<file path="config.mk">
export PLATFORM = sky130hd
export DESIGN_NAME = register_file_8x32
export DESIGN_NICKNAME = d
export VERILOG_FILES = /design/src/rtl/register_file_8x32_pkg.sv /design/src/rtl/register_file_8x32_register_cell.sv /design/src/rtl/register_file_8x32.sv
export SDC_FILE = /design/constraint.sdc
export NUM_CORES = 1
export LEC_CHECK = 0
export ABC_AREA = 1
export BUFFER_PORTS_ARGS = -buffer_cell sky130_fd_sc_hd__buf_2
export CAP_MARGIN = 10
export CORE_MARGIN = 2
export CORE_UTILIZATION = 60
export DETAILED_ROUTE_END_ITERATION = 8
export GPL_ROUTABILITY_DRIVEN = 0
export PLACE_DENSITY = 0.79
export RECOVER_POWER = 100
export SLEW_MARGIN = 20
export SYNTH_ARGS = -nofsm -noshare
export SYNTH_HDL_FRONTEND = slang
export SYNTH_SLANG_ARGS = --single-unit
export TNS_END_PERCENT = 20
</file>
<file path="constraint.sdc">
create_clock -name clk -period 1.9 [get_ports clk]
set_clock_uncertainty 0.05 [all_clocks]
set_input_delay 0.285 -clock clk [delete_from_list [all_inputs] [get_ports clk]]
set_output_delay 0.285 -clock clk [all_outputs]
set_load 0.01 [all_outputs]
</file>
<file path="src/rtl/register_file_8x32_pkg.sv">
// Shared sizing constants for the 8x32 register file and its storage cells.
package register_file_8x32_pkg;

    localparam int DEFAULT_DATA_WIDTH = 32;
    localparam int DEFAULT_ADDR_WIDTH = 3;
    localparam int NUM_REGS           = 2 ** DEFAULT_ADDR_WIDTH;

    function automatic int num_regs_for(input int addr_width);
        return 2 ** addr_width;
    endfunction

endpackage

</file>
<file path="src/rtl/register_file_8x32_register_cell.sv">
// One storage word with synchronous clear and load enable; clear wins over load.
module register_cell
    import register_file_8x32_pkg::*;
#(
    parameter int WIDTH = DEFAULT_DATA_WIDTH
) (
    input  logic             clk,
    input  logic             clr,
    input  logic             load,
    input  logic [WIDTH-1:0] d,
    output logic [WIDTH-1:0] q
);

    logic [WIDTH-1:0] data_d;
    logic [WIDTH-1:0] data_q;

    always_comb begin
        data_d = data_q;
        if (clr) begin
            data_d = '0;
        end else if (load) begin
            data_d = d;
        end
    end

    always_ff @(posedge clk) begin
        data_q <= data_d;
    end

    assign q = data_q;

endmodule

</file>
<file path="src/rtl/register_file_8x32.sv">
// General-purpose register file: one synchronous write port, one combinational read port.
module register_file_8x32
    import register_file_8x32_pkg::*;
#(
    parameter int DATA_WIDTH = DEFAULT_DATA_WIDTH,
    parameter int ADDR_WIDTH = DEFAULT_ADDR_WIDTH
) (
    input  logic                  clk,
    input  logic                  reset,
    input  logic                  we,
    input  logic [ADDR_WIDTH-1:0] wAddr,
    input  logic [DATA_WIDTH-1:0] wData,
    input  logic [ADDR_WIDTH-1:0] rAddr,
    output logic [DATA_WIDTH-1:0] rData
);

    localparam int N_REGS = num_regs_for(ADDR_WIDTH);

    logic [N_REGS-1:0]     wr_en;
    logic [DATA_WIDTH-1:0] cell_q [N_REGS];

    always_comb begin
        wr_en = '0;
        for (int i = 0; i < N_REGS; i++) begin
            if (we && (wAddr == ADDR_WIDTH'(i))) begin
                wr_en[i] = 1'b1;
            end
        end
    end

    // Every cell sees the shared clear, so reset overrides any pending write.
    for (genvar g = 0; g < N_REGS; g++) begin : g_cell
        register_cell #(
            .WIDTH (DATA_WIDTH)
        ) u_cell (
            .clk  (clk),
            .clr  (reset),
            .load (wr_en[g]),
            .d    (wData),
            .q    (cell_q[g])
        );
    end

    assign rData = cell_q[rAddr];

endmodule

</file>
==> results.yml <==
setup_path:
  r2r_cells: 2
  r2r_end: "g_cell[7].u_cell.q[18]"
  worstReg2RegStart: "g_cell[7].u_cell.q[18]"
  crit_type: "reg -> out"
  crit_required_ns: 1.56
  cp_max_fo: 2
  worst_setup_path_end_kind: "primary output"
  r2r_slack_ns: 1.16
  worstPathArrival_ns: 1.50
  critPathLaunchType: "flop"
detailed_routing:
  drc_errors: 0
  drt_first_pass_iters: 5
  wl_per_cell_um: 15.98
  highest_layer: "met4"
  viasPerCell: 5.291
  routed_wl_um: 36650
  drtAntennaViolNets: 0
  via_count: 12133
  drt_iter0_drc: 940
  wl_met3_um: 2786
  met2_length_um: 17040
  wl_met1_um: 15580
timing:
  worstMarginPinSlew_ns: 1.485
  hold_viol_final: 0
  slew_headroom_pct: 0.9071
  setup_violations: 0
  final.setup.tns_ns: 0
  maxSlewViolCount: 0
  finalWorstSetupSlack_ns: 0.06643
  fmax_ghz: 0.5454
  rsz0062_at_grt: "no"
  finalCriticalPeriod_ns: 1.834
  fin_crit_sh_pct: 96.50
clocking:
  insertion_delay_ns: 0.54
  cts_tree: "yes"
  cts_buffer_depth: 3
  clkTransAtPathRegs_ns: 0.06
  htree_levels: 1
  cts_resized: 0
  cts-buffers-inserted: 27
  root_buffer: "clkbuf_16"
  post_cts_buffers: 0
  numClockSinks: 256
  cts_hold_buf: 0
floorplanning:
  row_count: 52
  ios: 73
  dieArea_um2: 21590
  die_x_um: 146.9
  core_um2: 20170
  initial_core_util_pct: 60.78
  die_h_um: 146.9
job:
  cap_violations: 1
worst_hold_path:
  hold_end: "g_cell[7].u_cell.q[22]"
  worstHoldStart: "wData[22]"
  min_path_cells: 3
  hold_class: "in -> reg"
synth:
  synth.distinct_cells: 16
  syn_nets: 2020
  netlist_instances: 1979
  ys_warn_count: 0
  synth_seq_cells: 256
  synthesis.area_um2: 12260
  avgSynthCellArea_um2: 6.195
  ys_seq_area_share_pct: 41.80
global_routing:
  grt_pass1_vias: 11387
  antenna_found_initial: 1
  grt_max_degree: 143
  track_usage_pct: 33.89
  grt-ovfl-total: 0
  grt_pass1_wl_um: 59290
placement:
  portBuffers: 72
  dp.cells: 2242
  place_ws_ns: 0.1486
  hpwl_um: 21860
outcome:
  outcome: "finished, violations left"
  violations: "capacitance limit"
finish:
  syn_to_final_growth_pct: 11.61
  fin_nets: 2042
  layout-drive-gt1-share_pct: 7.715
  largest_register_ffs: 256
  seqCellArea_um2: 5125
  n_fill_cell: 1850
  post-route-util_pct: 67.84
  multi_input_area_um2: 5475
  final_cells: 2293
power_and_ir_drop:
  leakage_nw: 6.192
  power_density_nw_per_um2: 921.3
  vdd_ir_drop_max_mv: 0.8787
[layout by cell type, fill, tap and decap left out, drive strengths merged]
cell type  count
buf           76
bufinv         3
clkbuf        78
clkinv        10
clkinvlp       1
dfxtp        256
diode          1
inv          272
nand2        425
nand3        128
nor2         517
o21ai        256
[critical path: stages, from the launching register on]
cell and delay [ns]:
dfxtp_1 0.34, inv_1 0.06, nand2_1 0.06, nand3_1 0.08, nand2_1 0.08, nand2_1 0.06, nand2_1 0.11, clkbuf_1 0.18
[synthesized netlist by cell type]
cell type | number | area [µm²]
nor2_1 | 513 | 1926
buf_2 | 45 | 225.2
buf_1 | 4 | 15.01
o21ai_1 | 21 | 105.1
nor2_4 | 2 | 22.52
clkbuf_1 | 54 | 202.7
dfxtp_1 | 256 | 5125
buf_6 | 3 | 33.78
o21ai_0 | 235 | 1176
inv_2 | 12 | 45.04
nand3_1 | 128 | 640.6
buf_4 | 18 | 135.1
nand2_2 | 8 | 50.05
inv_1 | 261 | 979.7
nor2_2 | 2 | 12.51
nand2_1 | 417 | 1565
[kinds of logic (layout without fill, tap and decap cells)]
logic type / count (synthesis) / in the layout / synth area share, %
AND/OR/NAND/NOR: 1070 / 1070 / 34.39
buffers and inverters: 397 / 440 / 13.35
AO/OA/AOI/OAI: 256 / 256 / 10.45
flip-flops: 256 / 256 / 41.80
other: 0 / 1 / 0
[routing by layer]
layer	vias up	track usage (%)
li1	6017	-
met1	5504	45.10
met2	502	56.57
met3	110	4.503
met4	0	12.69
met5	-	0
[final cells by class]
class | count | area share, %
clock inverters | 13 | 1.052
inverters | 273 | 7.516
well taps | 270 | 2.469
clock buffers | 37 | 5.724
diodes | 1 | 0.01829
multi-input cells | 1326 | 40.01
flip-flops and latches | 256 | 37.45
repair buffers | 117 | 5.752
[through the flow]
| stage | power (mW) | hold WS [ns] | cell area (µm²) |
|---|---|---|---|
| after global routing | 13.07 | 0.04242 | 13680 |
| after floorplan | 6.713 | 0.3699 | 12260 |
| after CTS | 12.62 | 0.01838 | 13820 |
| after detailed placement | 7.238 | 0.4208 | 12890 |
| final | 12.61 | 0.03467 | 13680 |
| after global placement | 7.208 | 0.4104 | 12890 |
[report_power, final]
group / total (mW) / switching, mW / internal, mW
Combinational: 1.49 / 0.997 / 0.489
Clock: 5.47 / 2.19 / 3.28
Sequential: 5.65 / 0.0916 / 5.56
[how the worst max path moves through the flow]
stage	from	endpoint	slack (ns)	cells after the start
2_1_floorplan	rAddr[2]	rData[10]	0.60	5
3_3_place_gp	rAddr[0]	rData[21]	0.16	9
3_5_place_dp	rAddr[0]	rData[21]	0.15	9
4_1_cts	g_cell[1].u_cell.q[25]	rData[25]	0.09	7
5_1_grt	g_cell[1].u_cell.q[21]	rData[21]	0.004	7
6_report	g_cell[6].u_cell.q[14]	rData[14]	0.07	7
(Power assumes the default switching activity.)
